`config.mk`:
```
export PLATFORM = sky130hd
export DESIGN_NAME = decode_uop_arbiter
export DESIGN_NICKNAME = d
export VERILOG_FILES = /design/src/rtl/decode_pkg.sv /design/src/rtl/uop_fifo.sv /design/src/rtl/decode_uop_arbiter.sv
export SDC_FILE = /design/constraint.sdc
export NUM_CORES = 2
export LEC_CHECK = 0
export CORE_AREA = 2 2 546 548
export DETAILED_ROUTE_END_ITERATION = 8
export DIE_AREA = 0 0 548 550
export PLACE_DENSITY_LB_ADDON = 0.3
export SLEW_MARGIN = 20
export SYNTH_ARGS = -nofsm -noshare
export SYNTH_HDL_FRONTEND = slang
export SYNTH_SLANG_ARGS = --single-unit
```
`constraint.sdc`:
```
create_clock -name clock_i -period 52.8 [get_ports clock_i]
set_input_delay 10.56 -clock clock_i [delete_from_list [all_inputs] [get_ports clock_i]]
set_output_delay 10.56 -clock clock_i [all_outputs]
set_load 0.02 [all_outputs]
```
`src/rtl/decode_pkg.sv`:
```
// Decode-stage shared definitions: packed uop layout, functional unit IDs and
// the format one-hot codes used by the format-specific decoders.
package decode_pkg;

    localparam int OPCODE_W        = 12;
    localparam int ADDRESS_W       = 64;
    localparam int FUNC_UNIT_W     = 3;
    localparam int MAJ_ID_W        = 64;
    localparam int MIN_ID_W        = 5;
    localparam int NUM_MICRO_OPS_W = 5;
    localparam int IS_64BIT_W      = 1;
    localparam int PID_W           = 32;
    localparam int TID_W           = 64;
    localparam int MODIFIES_CR_W   = 1;
    localparam int BODY_W          = 28;

    // Fields are packed from bit 0 upward in the listed order.
    localparam int OPCODE_LSB        = 0;
    localparam int ADDRESS_LSB       = OPCODE_LSB + OPCODE_W;
    localparam int FUNC_UNIT_LSB     = ADDRESS_LSB + ADDRESS_W;
    localparam int MAJ_ID_LSB        = FUNC_UNIT_LSB + FUNC_UNIT_W;
    localparam int MIN_ID_LSB        = MAJ_ID_LSB + MAJ_ID_W;
    localparam int NUM_MICRO_OPS_LSB = MIN_ID_LSB + MIN_ID_W;
    localparam int IS_64BIT_LSB      = NUM_MICRO_OPS_LSB + NUM_MICRO_OPS_W;
    localparam int PID_LSB           = IS_64BIT_LSB + IS_64BIT_W;
    localparam int TID_LSB           = PID_LSB + PID_W;
    localparam int MODIFIES_CR_LSB   = TID_LSB + TID_W;
    localparam int BODY_LSB          = MODIFIES_CR_LSB + MODIFIES_CR_W;
    localparam int UOP_WIDTH         = BODY_LSB + BODY_W;

    typedef enum logic [FUNC_UNIT_W-1:0] {
        FU_FX     = 3'd0,
        FU_FP     = 3'd1,
        FU_VX     = 3'd2,
        FU_CR     = 3'd3,
        FU_LS     = 3'd4,
        FU_BRANCH = 3'd6
    } func_unit_e;

    localparam logic [5:0] FMT_I  = 6'b000001;
    localparam logic [5:0] FMT_B  = 6'b000010;
    localparam logic [5:0] FMT_D  = 6'b000100;
    localparam logic [5:0] FMT_DS = 6'b001000;
    localparam logic [5:0] FMT_X  = 6'b010000;
    localparam logic [5:0] FMT_XO = 6'b100000;

    function automatic logic [MAJ_ID_W-1:0] uop_maj_id(input logic [UOP_WIDTH-1:0] uop);
        return uop[MAJ_ID_LSB +: MAJ_ID_W];
    endfunction

endpackage

```
`src/rtl/uop_fifo.sv`:
```
// First-word-fall-through circular FIFO. Pop on empty is ignored; push while
// full is only taken together with a pop.
module uop_fifo #(
    parameter int width = 8,
    parameter int depth = 8
) (
    input  logic                   clock_i,
    input  logic                   reset_i,
    input  logic                   push,
    input  logic [width-1:0]       push_data,
    input  logic                   pop,
    output logic [width-1:0]       pop_data,
    output logic                   full,
    output logic                   empty,
    output logic [$clog2(depth):0] count
);

    localparam int PtrW = $clog2(depth);

    logic [width-1:0] mem [depth];
    logic [PtrW-1:0]  rd_ptr;
    logic [PtrW-1:0]  wr_ptr;
    logic             do_push;
    logic             do_pop;

    assign empty    = (count == '0);
    assign full     = (count == (PtrW + 1)'(depth));
    assign do_pop   = pop & ~empty;
    assign do_push  = push & (~full | do_pop);
    assign pop_data = mem[rd_ptr];

    always_ff @(posedge clock_i) begin
        if (reset_i) begin
            rd_ptr <= '0;
            wr_ptr <= '0;
            count  <= '0;
        end else begin
            if (do_push) wr_ptr <= wr_ptr + PtrW'(1);
            if (do_pop)  rd_ptr <= rd_ptr + PtrW'(1);
            count <= count + {{PtrW{1'b0}}, do_push} - {{PtrW{1'b0}}, do_pop};
        end
    end

    // Storage carries no reset; only the pointers define validity.
    always_ff @(posedge clock_i) begin
        if (do_push) mem[wr_ptr] <= push_data;
    end

endmodule

```
`src/rtl/decode_uop_arbiter.sv`:
```
// Merges the registered outputs of the format decoders into one uop stream:
// per-lane pending slots, round-robin drain into a FWFT FIFO, shared stall.
module decode_uop_arbiter
    import decode_pkg::*;
#(
    parameter int numReq    = 4,
    parameter int uopWidth  = UOP_WIDTH,
    parameter int fifoDepth = 8
) (
    input  logic                         clock_i,
    input  logic                         reset_i,
    input  logic [numReq-1:0]            decValid_i,
    input  logic [numReq*uopWidth-1:0]   decUop_i,
    output logic                         stall_o,
    output logic                         uopValid_o,
    output logic [uopWidth-1:0]          uop_o,
    input  logic                         uopReady_i,
    output logic [$clog2(fifoDepth):0]   fifoCount_o
);

    localparam int IdxW = (numReq > 1) ? $clog2(numReq) : 1;

    logic [numReq-1:0]   pend_valid;
    logic [uopWidth-1:0] pend_uop [numReq];
    logic [IdxW-1:0]     rr_ptr;
    logic [IdxW-1:0]     grant_idx;
    logic                grant_valid;
    logic [numReq-1:0]   drain_mask;
    logic [uopWidth-1:0] push_uop;
    logic                fifo_full;
    logic                fifo_empty;
    logic                fifo_pop;
    int                  pend_next;
    int                  cnt_next;

    assign uopValid_o = ~fifo_empty;
    assign fifo_pop   = uopValid_o & uopReady_i;
    assign push_uop   = pend_uop[grant_idx];

    // First pending slot at or after rr_ptr, wrapping; only when the FIFO can take it.
    always_comb begin : grant_search
        int cand;
        cand        = 0;
        grant_valid = 1'b0;
        grant_idx   = '0;
        for (int i = 0; i < numReq; i++) begin
            cand = int'(rr_ptr) + i;
            if (cand >= numReq) cand = cand - numReq;
            if (!grant_valid && pend_valid[cand[IdxW-1:0]]) begin
                grant_valid = 1'b1;
                grant_idx   = cand[IdxW-1:0];
            end
        end
        if (fifo_full && !fifo_pop) grant_valid = 1'b0;
    end

    always_comb begin
        drain_mask = '0;
        if (grant_valid) drain_mask[grant_idx] = 1'b1;
    end

    // Low stall guarantees every lane launched next cycle finds its slot free.
    always_comb begin
        pend_next = $countones(pend_valid) + $countones(decValid_i) - (grant_valid ? 1 : 0);
        cnt_next  = int'(fifoCount_o) + (grant_valid ? 1 : 0) - (fifo_pop ? 1 : 0);
        stall_o   = (pend_next > 1) || (cnt_next > fifoDepth - 2) || reset_i;
    end

    always_ff @(posedge clock_i) begin
        if (reset_i) begin
            pend_valid <= '0;
            rr_ptr     <= '0;
        end else begin
            pend_valid <= (pend_valid & ~drain_mask) | decValid_i;
            if (grant_valid) begin
                rr_ptr <= (grant_idx == IdxW'(numReq - 1)) ? '0 : grant_idx + IdxW'(1);
            end
        end
    end

    always_ff @(posedge clock_i) begin
        for (int k = 0; k < numReq; k++) begin
            if (decValid_i[k]) pend_uop[k] <= decUop_i[k*uopWidth +: uopWidth];
        end
    end

    uop_fifo #(
        .width(uopWidth),
        .depth(fifoDepth)
    ) u_fifo (
        .clock_i  (clock_i),
        .reset_i  (reset_i),
        .push     (grant_valid),
        .push_data(push_uop),
        .pop      (fifo_pop),
        .pop_data (uop_o),
        .full     (fifo_full),
        .empty    (fifo_empty),
        .count    (fifoCount_o)
    );

endmodule

```
After elaboration in Yosys (flattened, before gate mapping):

Memory sizes are Yosys's and may differ from the RTL's. A register that Yosys moved wholly into a read port is not among the register bits.
Cells that the tools add are included.

* reductions and logical operators: 12
* add/subtract/negate cells: 22
* $lt $le $gt $ge: 12
* bitwise logic cells: 9
* multiplexer cells: 39
* equality and inequality tests: 2

Operators by type and width (number)
* $gt 32x2->1 const B: 1
* $sub 5x32->32: 1
* $mux 1: 22
* $mux 2: 9
* $lt 2x3->1 const B: 5
* $ge 3x3->1 const B: 3
* $add 1x1->2: 4
* $bmux 1 s2: 4
* $sub 2x1->2 const B: 4
* $add 2x2->3: 2
* $add 2x2->3 const B: 2
* $add 3x1->3 const B: 2
* $gt 6x4->1 const B: 1
* $mux 3: 2
* $sub 5x1->6: 1
* $add 4x1->5: 1
* $logic_and 1x1->1: 5
* $add 3x3->4: 1
* $add 4x1->4: 1
* $and 4x4->4: 1
* $eq 4x4->1 const B: 1
* $logic_not 1->1: 4
* $logic_not 4->1: 1
* $mux 4: 1
* 13 further kinds: 17

* input port bits: 1123
* register bits: 16
* word-level logic and storage cells: 103
* memories: 2
* memory bits (writable): 3348

Memories
* u_fifo.mem: words 8, bits a word 279, read ports 1, clocked after memory_dff 1, wr ports 1, line uop_fifo.sv:20 `logic [width-1:0] mem [depth];`
* pend_uop: words 4, bits a word 279, read ports 1, clocked after memory_dff 0, wr ports 4, line decode_uop_arbiter.sv:24 `logic [uopWidth-1:0] pend_uop [numReq];`

Longest topological paths before layout:

* word-level depth: 22
* mapped depth: 14

Modules after synthesis:

Synthesis repeated with hierarchy kept, for this count alone.

* cell total of the unflattened synthesis: 5461
* area, all modules: 128104.1 um^2

Modules (own cells, without submodules)
* uop_fifo: seq. area each 67284.5 um^2, times used 1, area an instance 84558.6 um^2, cells an instance 3314
* decode_uop_arbiter: seq. area each 33632.3 um^2, times used 1, area an instance 43545.5 um^2, cells an instance 2147

Worst setup path before layout:

OpenSTA, ideal clock, no wires.

* path kind: input-to-reg
* from: input port uopReady_i
* to: memory u_fifo.mem[2][0] (netlist name) (enable)
* buffers on the path: 1
* data arrival time: 39.258 ns
* stages on the path: 4
* path slack: 11.843 ns
* cells stage by stage: nand2b_1 a31o_2 buf_2 nor4b_1

* cells in the longest elaborated chain, start to end: 7

RTL lines
* start: declaration: line decode_uop_arbiter.sv:17 `input logic uopReady_i,`
* $and 1x1->1 *: line decode_uop_arbiter.sv:37 `assign fifo_pop = uopValid_o & uopReady_i;`
* $logic_not 1->1: line decode_uop_arbiter.sv:54 `if (fifo_full && !fifo_pop) grant_valid = 1'b0;`
* $logic_and 1x1->1: line decode_uop_arbiter.sv:54
* $mux 1: line decode_uop_arbiter.sv:54
* $and 1x1->1 *: line uop_fifo.sv:29 `assign do_push = push & (~full | do_pop);`
* $mux 1 *: line uop_fifo.sv:46 `if (do_push) mem[wr_ptr] <= push_data;`
* $mux 1 (implied by the code) *: line uop_fifo.sv:46
* end: declaration: line uop_fifo.sv:20

Every way passes the cells marked *; elsewhere a longest branch is shown, timed or not.

Worst setup path in the final report:

* from: input port decValid_i[0]
* to: output port stall_o

* cells in the longest elaborated chain, start to end: 7

RTL lines
* start: declaration: line decode_uop_arbiter.sv:12 `input logic [numReq-1:0] decValid_i,`
* $add 1x1->2 (implied by the code): line decode_uop_arbiter.sv:64 `pend_next = $countones(pend_valid) + $countones(decValid_i) - (grant_valid ? 1 : 0);`
* $add 2x2->3 (implied by the code): line decode_uop_arbiter.sv:64
* $add 3x3->4: line decode_uop_arbiter.sv:64
* $sub 5x32->32: line decode_uop_arbiter.sv:64
* $gt 32x2->1: line decode_uop_arbiter.sv:66 `stall_o = (pend_next > 1) || (cnt_next > fifoDepth - 2) || reset_i;`
* $logic_or 1x1->1 (2 in series): line decode_uop_arbiter.sv:66
* end: declaration: line decode_uop_arbiter.sv:14 `output logic stall_o,`

No other way between the ends.

==> summary.md <==
| Metric | Value |
|---|---|
| Run status | completed |
| Netlist cell types | 39 |
| Largest stage delay, worst path | around 0.7 ns |
| Worst Setup End Kind | primary output |
| Vias in the first global route | approximately 63k |
| Net Count, Synth | 6587 |
| Max-cap violations | 0 |
| Placer Congestion | 0.8448 |
| Most common cell on crit path | fa_1 |
| Met2 Usage GRT | 33.32% |
| Total track usage | around a fifth |
| Fin Clk Skew | 0.05409 ns |
| Root Driver | clkbuf_16 |
| Synth warn | 0 |
| Die Y-Extent | about 550 um |
| Post-CTS setup buffer count | 0 |
| Die ar. | roughly 0.3 mm^2 |
| EDFF count, synth | 3348 |
| IR drop worst, VDD | ~0.040 mV |
| Final Hold Viols | 0 |
| Initial DRC count | roughly 5k |
| Critical path class | primary input to primary output |
| Critical Path Stages | 15 |
| Unrepaired setup endpoints after global routing | false |
| Core area | 0.2955 mm^2 |
| Fin Setup TNS | 0 ns |
| Power per cell area | 53.25 mW/mm^2 |
| Hold Slack | between 0.4 and 0.5 ns |
| CP Cell Sequence | buf_8 -> inv_1 -> fa_1 -> fa_1 -> fa_1 -> inv_1 -> ha_1 -> fa_1 -> inv_1 -> ha_1 -> xor2_1 -> a21oi_1 -> a31oi_1 -> or3_1 -> clkdlybuf4s50_1 |
| Clk buf depth | 4 |
| Static leakage | between 50 and 60 nW |
| Number of remaining DRC errors | 0 |
| Clock buffer count from CTS | 348 |
| Filler instances | 22.50k |
| CP required | 42.24 ns |
| Wire length per cell | 27.85 um |
| CP max stage cell | clkdlybuf4s50_1 |
| Clock input transition at the sequential cells of the worst setup and hold paths | ~0.06 ns |
| Hold path depth | 2 |
| Syn Area/Cell | about 23 um^2 |
| Max-slew violations | 0 |
| Row count | 200 |
| Largest net degree at the start of global routing | around 120 |
| CP top delay family | adder cells |
| Layout Cells excl Fill | 11.30k |
| Slew HR | a little under a quarter |
| Initial antenna violation count | 24 |
| Commonest cells after routing, fill and taps aside | 3348 x edfxtp_1, 1403 x clkdlybuf4s50_1, 831 x mux2i_1 |
| Die width | ~550 um |
| Post-synthesis register bit count | between 3k and 4k |
| Via density | 5.339 |
| P&R area growth vs syn | 23.02% |
| Grt peak-use layer | met2 |
| Syn Inst Count | about 5.4k |
| Final global-route overflow total | 0 |
| CTS sink cnt | 3367 |
| Worst path bufs/invs | 5 |
| Count of final setup violators | 0 |
| Nets | 8210 |
| CP max FO | 42 |
| ANT nets after route | 0 |
| Min cycle time layout | 25.62 ns |
| WP data arrival | approximately 15 ns |
| Layout cells sized above 1 | 19.66% |
| Pin slew with the least headroom to its limit | approximately 1.1 ns |
| CP Launch Type | primary input |
| Fin crit share | about half |
| Commonest non-fill, non-tap cell in the layout | edfxtp_1 |
| R2r worst-path depth | 11 |
| Fmax | between 0.03 and 0.04 GHz |
| Sequential area share after synthesis | roughly four fifths |
| Worst skew pair latency | roughly 0.9 ns |
| Final Util | between 50% and 60% |
| Dpl cells | 10.65k |
| Async set-reset flop share out of synthesis | 0% |
| First-pass GRT wire length | ~450000 um |
| GR Layer Usage met3 | slightly below 6% |
| Hold WC Path Type | flip-flop to flip-flop |
| M1 GR Usage | a little over a quarter |
| Hold Buf Count CTS | 0 |
| Boundary Pins | about 1.4k |
| WL final | 314600 um |
| Detailed Place HPWL | 197500 um |
| Vias post-DR | about 60k |
| Mapped Area | 0.1277 mm^2 |
| DRT Pass-1 Iters | 8 |
| Cts repair resizes | 0 |
| Most used DFF post-synth | edfxtp_1 |
| I/O Buffers | about 1.4k |
| CTS H-tree lvls | 5 |
| CTS tree | built |
| Initial core utilization | 43.19% |
cell usage after synthesis (3+ instances only):
cell,count,area share (%)
buf_4,28,0.16
mux2_2,279,2.5
nor2_1,23,0.068
buf_6,69,0.61
xor2_1,6,0.041
ha_1,21,0.21
fa_1,6,0.094
buf_2,65,0.25
clkbuf_1,45,0.13
buf_1,45,0.13
a21oi_1,13,0.051
mux2i_1,838,6.6
nand3_1,3,0.012
inv_1,24,0.071
nand2b_1,4,0.020
mux4_2,558,9.8
xnor2_1,3,0.021
nand2_1,12,0.035
dfxtp_1,19,0.30
edfxtp_1,3348,79
cell families (layout without fill, tap and decap cells):
kind of cell,after synthesis,in the layout,synth area share [%]
and+or+nand+nor,56,56,0.2088
xor gates and xnor gates,9,9,0.06175
DFF,3367,3367,79.06
muxes,1675,1675,18.88
adders and majority gates,27,27,0.2999
other,0,23,0
AOI/OAI and AO/OA,25,25,0.1274
buffers and inverters,278,2176,1.369
registers in the layout, indices dropped and copies added, names as in the netlist, named ones only:
name	cells
pend_uop	1116
pend_valid	4
rr_ptr	2
u_fifo.count	4
u_fifo.mem	2232
u_fifo.rd_ptr	3
u_fifo.wr_ptr	3
per-stage QoR:
| stage | setup WS (ns) | area, um^2 | total power, mW |
|---|---|---|---|
| 2_1_floorplan | 11.84 | 127700 | 5.313 |
| 3_3_place_gp | 27.08 | 146100 | 6.070 |
| 3_5_place_dp | 27.18 | 146100 | 6.117 |
| 4_1_cts | 27.13 | 157000 | 8.455 |
| 5_1_grt | 26.90 | 157000 | 8.703 |
| 6_report | 27.18 | 157000 | 8.362 |
worst register-to-register path, cell delays in order, from the launching register on:
cell and delay (ns):
dfxtp_1 0.43, inv_1 0.12, ha_1 0.23, nand2b_1 0.17, a31o_2 0.32, clkinv_1 0.17
nand2_1 0.19, nor3b_2 0.22, buf_4 0.63, buf_4 0.84, buf_4 0.79, buf_4 0.91
cell type report:
type                    count  area (um^2)  share of cell area [%]
diodes                     23        57.56                 0.03665
well taps                3939         4928                   3.138
flip-flops and latches   3367       100900                   64.27
multi-input cells        1792        25070                   15.97
clock inverters           210         1777                   1.131
repair buffers           1525        15140                   9.640
clock buffers             415         9045                   5.759
inverters                  26        97.59                 0.06214
routing by layer:
| metal | routed length [um] | share of wire [%] | vias up |
|---|---|---|---|
| li1 | - | - | 26010 |
| met1 | 125700 | 40 | 31800 |
| met2 | 153900 | 49 | 2100 |
| met3 | 26070 | 8.3 | 398 |
| met4 | 8896 | 2.8 | 8 |
| met5 | 47 | 0.015 | - |
power breakdown:
part / leakage, nW / switching, mW / internal, mW
combinational: 14.6 / 1.37 / 1.00
sequential: 31.4 / 0.0963 / 3.56
clock: 5.29 / 1.02 / 1.32
worst paths after layout:
check                              from                      endpoint  slack (ns)
max                       decValid_i[0]                       stall_o       27.18
min              rr_ptr[0]$_SDFFE_PP0P_        rr_ptr[0]$_SDFFE_PP0P_        0.49
max reg2reg  u_fifo.count[3]$_SDFF_PP0_  u_fifo.mem[6][209]$_DFFE_PP_       47.35
min reg2reg      rr_ptr[0]$_SDFFE_PP0P_        rr_ptr[0]$_SDFFE_PP0P_        0.49
Power figures use the tool's default switching activity.
